## config.mk

```make
export PLATFORM = sky130hd
export DESIGN_NAME = crono_multicanal
export DESIGN_NICKNAME = d
export VERILOG_FILES = /design/src/rtl/crono_pkg.sv /design/src/rtl/crono_canal.sv /design/src/rtl/crono_multicanal.sv
export SDC_FILE = /design/constraint.sdc
export NUM_CORES = 1
export LEC_CHECK = 0
export CAP_MARGIN = 20
export CELL_PAD_IN_SITES_DETAIL_PLACEMENT = 0
export CELL_PAD_IN_SITES_GLOBAL_PLACEMENT = 1
export CORE_ASPECT_RATIO = 1.4
export CORE_UTILIZATION = 43
export CTS_BUF_LIST = sky130_fd_sc_hd__clkbuf_4
export DETAILED_ROUTE_END_ITERATION = 8
export GPL_TIMING_DRIVEN = 0
export PLACE_DENSITY_LB_ADDON = 0.12
export SLEW_MARGIN = 20
export SYNTH_ARGS = -nofsm -noshare
export SYNTH_HDL_FRONTEND = slang
export SYNTH_SLANG_ARGS = --single-unit
```

## constraint.sdc

```tcl
create_clock -name clk -period 3.42 [get_ports clk]
set_input_delay 0.684 -clock clk [delete_from_list [all_inputs] [get_ports clk]]
set_output_delay 0.684 -clock clk [all_outputs]
set_load 0.05 [all_outputs]
```

## src/rtl/crono_pkg.sv

```systemverilog
// Shared types and BCD helpers for the multi-channel countdown timer.
package crono_pkg;

  typedef enum logic [2:0] {
    ST_IDLE,
    ST_PROG,
    ST_RUN,
    ST_PAUSE,
    ST_RING
  } chan_state_e;

  typedef enum logic [1:0] {
    CUR_SEC,
    CUR_MIN,
    CUR_HOUR
  } cursor_e;

  localparam logic [7:0] BCD_59 = 8'h59;
  localparam logic [7:0] BCD_00 = 8'h00;

  typedef struct packed {
    logic [7:0] hh;
    logic [7:0] mm;
    logic [7:0] ss;
  } bcd_time_t;

  localparam bcd_time_t TIME_ZERO = '0;

  function automatic logic [7:0] to_bcd(input int unsigned n);
    logic [7:0] r;
    r[7:4] = 4'(n / 10);
    r[3:0] = 4'(n % 10);
    return r;
  endfunction

  // Wraps to 00 past max; max is itself a BCD value.
  function automatic logic [7:0] bcd_inc(input logic [7:0] v, input logic [7:0] max);
    if (v >= max) return BCD_00;
    if (v[3:0] == 4'h9) return {v[7:4] + 4'h1, 4'h0};
    return v + 8'h01;
  endfunction

  function automatic logic [7:0] bcd_dec(input logic [7:0] v, input logic [7:0] max);
    if (v == BCD_00) return max;
    if (v[3:0] == 4'h0) return {v[7:4] - 4'h1, 4'h9};
    return v - 8'h01;
  endfunction

  // One-second decrement with borrow across fields; callers never pass zero.
  function automatic bcd_time_t time_dec(input bcd_time_t t, input logic [7:0] hmax);
    bcd_time_t r;
    r = t;
    if (t.ss != BCD_00) begin
      r.ss = bcd_dec(t.ss, BCD_59);
    end else begin
      r.ss = BCD_59;
      if (t.mm != BCD_00) begin
        r.mm = bcd_dec(t.mm, BCD_59);
      end else begin
        r.mm = BCD_59;
        r.hh = bcd_dec(t.hh, hmax);
      end
    end
    return r;
  endfunction

endpackage

```

## src/rtl/crono_canal.sv

```systemverilog
// One countdown channel: mode FSM, BCD time value/preset and ring-duration counter.
module crono_canal
  import crono_pkg::*;
#(
  parameter int HOUR_MAX = 23,
  parameter int RING_SEC = 10
) (
  input  logic        clk,
  input  logic        Reset,
  input  logic        i_tick,
  input  logic        i_prog_enter,
  input  logic        i_prog_exit,
  input  logic        i_push,
  input  logic        i_up,
  input  logic        i_down,
  input  logic        i_left,
  input  logic        i_right,
  output bcd_time_t   o_value,
  output chan_state_e o_state,
  output logic        o_run,
  output logic        o_ring,
  output logic        o_fin
);

  localparam logic [7:0] HOUR_MAX_BCD = to_bcd(HOUR_MAX);
  localparam int         RC_W         = $clog2(RING_SEC + 1);

  chan_state_e      r_state;
  bcd_time_t        r_value;
  bcd_time_t        r_preset;
  cursor_e          r_cursor;
  logic [RC_W-1:0]  r_ring_cnt;
  logic             r_run;
  logic             r_ring;
  logic             r_fin;

  bcd_time_t  w_dec;
  logic [7:0] w_field;
  logic [7:0] w_field_max;
  logic [7:0] w_field_new;
  cursor_e    w_cursor_new;

  assign w_dec = time_dec(r_value, HOUR_MAX_BCD);

  // NOTE: every always_comb output gets a default first so no latch is inferred.
  always_comb begin
    w_field     = r_value.ss;
    w_field_max = BCD_59;
    case (r_cursor)
      CUR_MIN:  w_field = r_value.mm;
      CUR_HOUR: begin
        w_field     = r_value.hh;
        w_field_max = HOUR_MAX_BCD;
      end
      default: ;
    endcase
    w_field_new = i_up ? bcd_inc(w_field, w_field_max) : bcd_dec(w_field, w_field_max);

    w_cursor_new = r_cursor;
    if (i_left && !i_right) begin
      case (r_cursor)
        CUR_SEC: w_cursor_new = CUR_MIN;
        CUR_MIN: w_cursor_new = CUR_HOUR;
        default: w_cursor_new = CUR_SEC;
      endcase
    end else if (i_right && !i_left) begin
      case (r_cursor)
        CUR_SEC:  w_cursor_new = CUR_HOUR;
        CUR_HOUR: w_cursor_new = CUR_MIN;
        default:  w_cursor_new = CUR_SEC;
      endcase
    end
  end

  // NOTE: state registers use non-blocking assignments only.
  always_ff @(posedge clk) begin
    if (Reset) begin
      r_state    <= ST_IDLE;
      r_value    <= TIME_ZERO;
      r_preset   <= TIME_ZERO;
      r_cursor   <= CUR_SEC;
      r_ring_cnt <= '0;
      r_run      <= 1'b0;
      r_ring     <= 1'b0;
      r_fin      <= 1'b0;
    end else begin
      r_fin <= 1'b0;
      case (r_state)
        ST_IDLE, ST_PAUSE: begin
          if (i_prog_enter) begin
            r_state  <= ST_PROG;
            r_cursor <= CUR_SEC;
          end else if (i_push && r_value != TIME_ZERO) begin
            r_state <= ST_RUN;
            r_run   <= 1'b1;
          end
        end
        ST_PROG: begin
          if (i_prog_exit) begin
            r_state  <= ST_IDLE;
            r_preset <= r_value;
          end else begin
            if (i_up ^ i_down) begin
              case (r_cursor)
                CUR_MIN:  r_value.mm <= w_field_new;
                CUR_HOUR: r_value.hh <= w_field_new;
                default:  r_value.ss <= w_field_new;
              endcase
            end
            r_cursor <= w_cursor_new;
          end
        end
        ST_RUN: begin
          if (i_push) begin
            r_state <= ST_PAUSE;
            r_run   <= 1'b0;
          end else if (i_tick) begin
            r_value <= w_dec;
            if (w_dec == TIME_ZERO) begin
              r_state    <= ST_RING;
              r_run      <= 1'b0;
              r_ring     <= 1'b1;
              r_fin      <= 1'b1;
              r_ring_cnt <= '0;
            end
          end
        end
        ST_RING: begin
          if (i_push || (i_tick && r_ring_cnt == RC_W'(RING_SEC - 1))) begin
            r_state    <= ST_IDLE;
            r_ring     <= 1'b0;
            r_value    <= r_preset;
            r_ring_cnt <= '0;
          end else if (i_tick) begin
            r_ring_cnt <= r_ring_cnt + 1'b1;
          end
        end
        default: r_state <= ST_IDLE;
      endcase
    end
  end

  assign o_value = r_value;
  assign o_state = r_state;
  assign o_run   = r_run;
  assign o_ring  = r_ring;
  assign o_fin   = r_fin;

endmodule

```

## src/rtl/crono_multicanal.sv

```systemverilog
// Multi-channel countdown timer: button edge detection, programming lock, routing and display mux.
module crono_multicanal
  import crono_pkg::*;
#(
  parameter int N_CH     = 2,
  parameter int HOUR_MAX = 23,
  parameter int RING_SEC = 10
) (
  input  logic                                   clk,
  input  logic                                   Reset,
  input  logic                                   tick_1s,
  input  logic                                   ProgramarCrono,
  input  logic                                   PushInicioCrono,
  input  logic                                   arriba,
  input  logic                                   abajo,
  input  logic                                   izquierda,
  input  logic                                   derecha,
  input  logic [((N_CH > 1) ? $clog2(N_CH) : 1)-1:0] canal_sel,
  output logic [7:0]                             horasSal,
  output logic [7:0]                             minutosSal,
  output logic [7:0]                             segundosSal,
  output logic [N_CH-1:0]                        CronoActivo,
  output logic [N_CH-1:0]                        Ring,
  output logic [N_CH-1:0]                        FinalizoCrono
);

  localparam int CH_W = (N_CH > 1) ? $clog2(N_CH) : 1;

  logic [4:0]      r_btn_prev;
  logic            r_lock;
  logic [CH_W-1:0] r_lock_ch;
  bcd_time_t       r_disp;

  logic [4:0]  w_btn;
  logic [4:0]  w_edge;
  chan_state_e w_state [N_CH];
  bcd_time_t   w_value [N_CH];
  chan_state_e w_sel_state;
  bcd_time_t   w_sel_value;
  logic        w_enter;

  assign w_btn  = {PushInicioCrono, arriba, abajo, izquierda, derecha};
  assign w_edge = w_btn & ~r_btn_prev;

  // Out-of-range selects read as RUN so they can never be locked for programming.
  always_comb begin
    w_sel_state = ST_RUN;
    w_sel_value = TIME_ZERO;
    for (int i = 0; i < N_CH; i++) begin
      if (canal_sel == CH_W'(i)) begin
        w_sel_state = w_state[i];
        w_sel_value = w_value[i];
      end
    end
  end

  assign w_enter = ProgramarCrono && !r_lock &&
                   (w_sel_state == ST_IDLE || w_sel_state == ST_PAUSE);

  always_ff @(posedge clk) begin
    if (Reset) begin
      r_btn_prev <= '0;
      r_lock     <= 1'b0;
      r_lock_ch  <= '0;
      r_disp     <= TIME_ZERO;
    end else begin
      r_btn_prev <= w_btn;
      r_lock     <= ProgramarCrono && (r_lock || w_enter);
      if (w_enter) r_lock_ch <= canal_sel;
      r_disp     <= w_sel_value;
    end
  end

  for (genvar i = 0; i < N_CH; i++) begin : g_ch
    logic w_is_sel;
    logic w_is_lock;
    assign w_is_sel  = (canal_sel == CH_W'(i));
    assign w_is_lock = r_lock && (r_lock_ch == CH_W'(i));

    crono_canal #(
      .HOUR_MAX (HOUR_MAX),
      .RING_SEC (RING_SEC)
    ) u_canal (
      .clk          (clk),
      .Reset        (Reset),
      .i_tick       (tick_1s),
      .i_prog_enter (w_enter && w_is_sel),
      .i_prog_exit  (w_is_lock && !ProgramarCrono),
      .i_push       (w_edge[4] && !ProgramarCrono && w_is_sel),
      .i_up         (w_edge[3] && w_is_lock),
      .i_down       (w_edge[2] && w_is_lock),
      .i_left       (w_edge[1] && w_is_lock),
      .i_right      (w_edge[0] && w_is_lock),
      .o_value      (w_value[i]),
      .o_state      (w_state[i]),
      .o_run        (CronoActivo[i]),
      .o_ring       (Ring[i]),
      .o_fin        (FinalizoCrono[i])
    );
  end

  assign horasSal    = r_disp.hh;
  assign minutosSal  = r_disp.mm;
  assign segundosSal = r_disp.ss;

endmodule

```

=== Word level (Yosys, flattened, before mapping) ===
Cells that the tools add are included.
W data, S select, Z words.

* Add/sub/neg operators: 22
* Order comparisons: 2
* Equality and inequality tests: 53
* Muxes and demuxes: 190
* Bitwise logic cells: 9
* Reduce and logical (&&, ||, !) cells: 99

{| class="wikitable"
|+ Operators by type and width
! kind !! count
|-
| $mux W8 || 54
|-
| $mux W24 || 11
|-
| $pmux W24 S3 || 2
|-
| $mux W1 || 70
|-
| $logic_not A8 Y1 || 8
|-
| $sub A8 B1 Y8 const B || 8
|-
| $logic_not A24 Y1 || 2
|-
| $reduce_bool A24 Y1 || 2
|-
| $mux W3 || 15
|-
| $reduce_and A7 Y1 || 6
|-
| $mux W4 || 10
|-
| $reduce_and A5 Y1 || 8
|-
| $logic_not A4 Y1 || 8
|-
| $mux W16 || 2
|-
| $pmux W8 S2 || 2
|-
| $reduce_bool A8 Y1 || 4
|-
| $sub A4 B1 Y4 const B || 8
|-
| $logic_and A1 B1 Y1 || 28
|-
| $ne A2 B1 Y1 const B || 14
|-
| $ne A2 B2 Y1 const B || 12
|-
| $pmux W2 S2 || 6
|-
| $pmux W3 S4 || 2
|-
| $ne A3 B1 Y1 const B || 6
|-
| $add A4 B1 Y4 const B || 4
|-
| 27 further kinds || 83
|}

* Register bits: 151
* Input bits: 10
* Output and inout port bits: 30
* Logic and storage cells: 405

=== Depth between registers and ports, before layout ===
* Depth in word-level cells: 16
* Gate-level depth with buffers: 16
* Mapped depth without buffers: 14

=== Modules after synthesis ===
Synthesis repeated with hierarchy kept, for this count alone.

* Cells, all modules: 1300
* Area, all modules: 9943.3 um^2

{| class="wikitable"
|+ Modules (own cells, without submodules)
! module !! times used !! cells each !! area each (um^2) !! seq. area each (um^2)
|-
| crono_canal at g_ch[0].u_canal || 1 || 596 || 4430.5 || 1201.2
|-
| crono_canal at g_ch[1].u_canal || 1 || 585 || 4285.4 || 1201.2
|-
| crono_multicanal || 1 || 119 || 1227.4 || 620.6
|}

=== Least setup slack after synthesis ===
OpenSTA, ideal clock, no wires.

* Path type: flip-flop to flip-flop
* From: register g_ch[1].u_canal.r_cursor[0]
* To: register g_ch[1].u_canal.r_value (netlist bit g_ch[1].u_canal.o_value[2])
* Library setup time: 0.091 ns
* Arrival time: 3.591 ns
* Required time: 3.329 ns
* Setup slack: -0.262 ns
* Cell stages (with the launch flop): 16
* Path buffers: 2
* Period minus slack after synthesis: 3.682 ns
* Cell sequence: dfxtp_1 inv_1 ha_1 clkbuf_1 a22oi_1 a21o_1 inv_1 clkbuf_1 ha_1 and4_1 o31a_1 or4_1 nor2b_1 a21oi_1 or3_1 a311oi_1

* Longest elaborated chain between the ends: 12
* Elaborated cells between the ends (all ways): 30
* Classes of those cells: 2 x add/sub; 1 x order compare; 4 x eq/ne; 19 x mux; 4 x reduce/logical

{| class="wikitable"
|+ RTL lines
! item !! RTL line !! RTL
|-
| from (decl) || crono_canal.sv:31 || <nowiki>cursor_e r_cursor;</nowiki>
|-
| from (signal assigned) || crono_canal.sv:110 || <nowiki>r_cursor <= w_cursor_new;</nowiki>
|-
| parallel branches: the longest is 12 deep, another holds $sub A8 B1 Y8 || - ||
|-
| to (signal assigned) || crono_canal.sv:118 || <nowiki>r_value <= w_dec;</nowiki>
|-
| to (signal assigned) || crono_canal.sv:132 || <nowiki>r_value <= r_preset;</nowiki>
|-
| to (decl) || crono_canal.sv:29 || <nowiki>bcd_time_t r_value;</nowiki>
|}

Parallel ways; which one is timed is not known. The select of a mux whose other input is x is not followed.
A chain may end at the register's enable or synchronous reset.

=== Final worst setup path ===
* From: register g_ch[0].u_canal.r_value (netlist bit g_ch[0].u_canal.o_value[9])
* To: register g_ch[0].u_canal.r_ring_cnt[1]

* Longest elaborated chain between the ends: 12
* Elaborated cells between the ends (all ways): 20
* Classes of those cells: 1 x add/sub; 1 x eq/ne; 13 x mux; 5 x reduce/logical

{| class="wikitable"
|+ RTL lines
! item !! RTL line !! RTL
|-
| from (decl) || crono_canal.sv:29 ||
|-
| from (signal assigned) || crono_canal.sv:118 ||
|-
| from (signal assigned) || crono_canal.sv:132 ||
|-
| $logic_not A4 Y1 || crono_pkg.sv:45 || <nowiki>if (v[3:0] == 4'h0) return {v[7:4] - 4'h1, 4'h9};</nowiki>
|-
| $mux W1 (2 in a row) || crono_pkg.sv:45 ||
|-
| $mux W1 || crono_pkg.sv:57 || <nowiki>if (t.mm != BCD_00) begin</nowiki>
|-
| $mux W1 || crono_pkg.sv:53 || <nowiki>if (t.ss != BCD_00) begin</nowiki>
|-
| $mux W8 || crono_pkg.sv:46 || <nowiki>return v - 8'h01;</nowiki>
|-
| $mux W8 || crono_pkg.sv:45 ||
|-
| $mux W8 || crono_pkg.sv:57 ||
|-
| $mux W16 (*) || crono_pkg.sv:53 ||
|-
| $logic_not A24 Y1 (*) || crono_canal.sv:119 || <nowiki>if (w_dec == TIME_ZERO) begin</nowiki>
|-
| $ne A2 B1 Y1 (no source line) (*) || - ||
|-
| $reduce_and A5 Y1 (no source line) (*) || - ||
|-
| to (signal assigned) || crono_canal.sv:135 || <nowiki>r_ring_cnt <= r_ring_cnt + 1'b1;</nowiki>
|-
| to (decl) || crono_canal.sv:32 || <nowiki>logic [RC_W-1:0] r_ring_cnt;</nowiki>
|}

Mark *: on every way between the ends. The rest lies on a longest branch, timed or not. The select of a mux whose other input is x is not followed.

==> flow_summary.yaml <==
drt:
  drc_errors: 0
  vias: 10530
  wl_per_cell_microns: 22.8
  drt-initial-drc-count: 794
  via_per_inst: 6.11
  final_antenna_net_count: 0
  drt-pass1-iter-count: 5
  finalWirelength_microns: 39200
placed_design:
  numPortBuffers: 38
  placed_area_sq_um: 10600
  place_hpwl_microns: 29000
  pre_cts_slack_ps: -1280
  gp_congestion: 0.949
grt:
  grt_max_degree: 17
  grt-ovfl-total: 0
  track_usage_pct: 33.7
  grt_pass1_vias: 9829
  antenna_found_initial: 2
  grt_pass1_wl_microns: 58600
cts:
  numCtsBuffers: 17
  postCtsHoldBufs: 0
  clkSlewWorstSetupHoldPaths_ps: 150
  clock_sinks: 151
  clk_path_buf_depth: 2
  clockRootBuffer: "clkbuf_4"
  clock_latency_ps: 620
  cts_max_level: 4
  cts_tree: "done"
critical_path:
  startpoint_type: "register"
  end_kind: "register"
  worstPathMaxFanout: 10
  worstPathRequired_ps: 3930
  critPathKind: "register to register"
  worstPathArrival_ps: 3980
synthesis:
  synth_fp_nets: 1371
  synth-edff-count: 0
  synth.area.top_cells: "dfxtp_1 31%, nor2_1 6.3%, nand2_1 6.3%, a21oi_1 6.0%, ha_1 5.6%"
  syn_avg_cell_area_sq_um: 7.46
  synth_top_area_share_pct: 30.8
  synth_seq_cells: 151
  syn-cell-area_sq_um: 9820
  yosys_warnings: 0
  yosysTopAreaCell: "dfxtp_1"
  synth_cell_types: 73
  postSynthCellCount: 1317
  synth_ff_type: "dfxtp_1"
  async_reset_ff_share_pct: 0
  synth_seq_area_share_pct: 30.8
sta:
  slew_viol_final: 0
  finalCritPeriodShare_pct: 101
  finalSetupViolCount: 2
  rsz0062_at_grt: "yes"
  skew_ps: 18.7
  hold_viol: 0
  fin_ws_ps: -48.7
  slew_headroom_pct: 29.7
  worstMarginPinSlew_ps: 1050
  timing.hold.ws_ps: 464
  final.min_clock_period_ps: 3470
  fmax_mhz: 288
die:
  start_util_pct: 43.8
  row_count: 65
  io_pins: 40
  fp.coreArea_sq_um: 22400
  dieWidth_microns: 130
  dieArea_sq_um: 23500
  fp.dieH_microns: 181
run_status:
  violations: "setup timing"
  status: "finished with violations"
hold_path:
  holdCritPathClass: "register to register"
final_layout:
  mostFrequentLayoutCells: "162 x nor2_1, 162 x nand2_1, 143 x dfxtp_1"
  utilization_pct: 53.1
  nets: 1462
  syn2layout_area_growth_pct: 21.4
  layout-drive-gt1-share_pct: 16.2
  fillers: 2260
  design_area_sq_um: 11900
power_and_ir_drop:
  power_density_nw_per_um2: 905
  p_leak_nw: 4.24
  vdd_ir_drop_max_mv: 0.497
  total_power_w: 0.0108
run:
  cap_violations: 0
[worst paths after layout]
check | to | depth (start not counted) | start | slack, ps
setup / recovery | g_ch[0].u_canal.r_ring_cnt[1] | 9 | g_ch[0].u_canal.o_value[9] | -50
hold / removal | g_ch[0].u_canal.r_preset[5] | 2 | g_ch[0].u_canal.r_preset[5] | 460
setup reg to reg | g_ch[0].u_canal.r_ring_cnt[1] | 9 | g_ch[0].u_canal.o_value[9] | -50
hold reg to reg | g_ch[0].u_canal.r_preset[5] | 2 | g_ch[0].u_canal.r_preset[5] | 460
[cell type report]
type,instances,area (sq um),share of cell area [%]
sequential,151,3040,25.5
inverter,55,213,1.78
clock inverter,15,179,1.50
buffer,103,508,4.26
multi-input combinational,1000,6780,56.8
tap,301,377,3.16
clock buffer,17,128,1.07
antenna,1,2.50,0.0210
timing repair buffer,80,707,5.93
[flip-flops by register name (all words and copies together) (netlist names), 2 cells and up]
name,cells
horasSal,8
g_ch.u_canal.o_run,2
g_ch.u_canal.o_value,48
g_ch.u_canal.o_fin,2
g_ch.u_canal.r_ring_cnt,8
segundosSal,8
g_ch.u_canal.o_ring,2
g_ch.u_canal.r_cursor,4
r_btn_prev,5
g_ch.u_canal.o_state,6
g_ch.u_canal.r_preset,48
minutosSal,8
[synth_stat cells, drive strengths merged, types with 14 or more instances]
| master | instances |
|---|---|
| mux2i | 41 |
| a211oi | 26 |
| nand2 | 164 |
| a221oi | 25 |
| nand3 | 26 |
| a311oi | 29 |
| nor2 | 166 |
| inv | 54 |
| nand2b | 14 |
| ha | 44 |
| clkbuf | 97 |
| buf | 14 |
| dfxtp | 151 |
| xnor2 | 22 |
| a22oi | 20 |
| a21oi | 118 |
| nor4 | 19 |
| nor2b | 17 |
| o21ai | 50 |
| nor3 | 38 |
[stage by stage]
step	setup TNS (ps)	std cells
after floorplan	-35.9	1317
after global placement	-51840	1656
after detailed placement	-51780	1658
after CTS	-7.87	1714
after global routing	-647	1723
final	-92.6	1723
[report_power, final]
part	switching, W	internal, W	leakage (nW)
Sequential	0.000272	0.00203	1.23
Combinational	0.00464	0.00261	2.85
Clock	0.000741	0.000510	0.161
[cells by family (layout without fill, tap and decap cells)]
family / Yosys count / in the layout / share of synthesized area (%)
muxes: 47 / 47 / 4.87
AOI/OAI and AO/OA: 358 / 358 / 24.3
and+or+nand+nor: 524 / 524 / 25.5
buffers and inverters: 166 / 270 / 6.59
xor gates and xnor gates: 27 / 27 / 2.41
DFF: 151 / 151 / 30.8
other: 0 / 1 / 0
adders and majority gates: 44 / 44 / 5.60
[per-layer routing]
layer,track usage (%),routed length (microns)
met1,37.1,14600
met2,59.5,19900
met3,4.68,1900
met4,22.1,2740
met5,0,0
[what timing repair did]
item	in CTS	in global routing
buffers inserted	28	12
resized for setup	100	77
pin swaps	17	19
gates cloned	0	0
endpoints found under the setup margin	66	57
[worst max-delay path, cell delays in order, from the launching register on]
cell and delay, ps:
dfxtp_1 330, clkbuf_1 290, nor4_2 560, and3_1 300
mux2i_1 350, nand2_1 130, a2111oi_2 570, nand3_2 300
nor2b_2 280, mux2_2 270
Note: power is estimated with default switching activity, not from simulation.
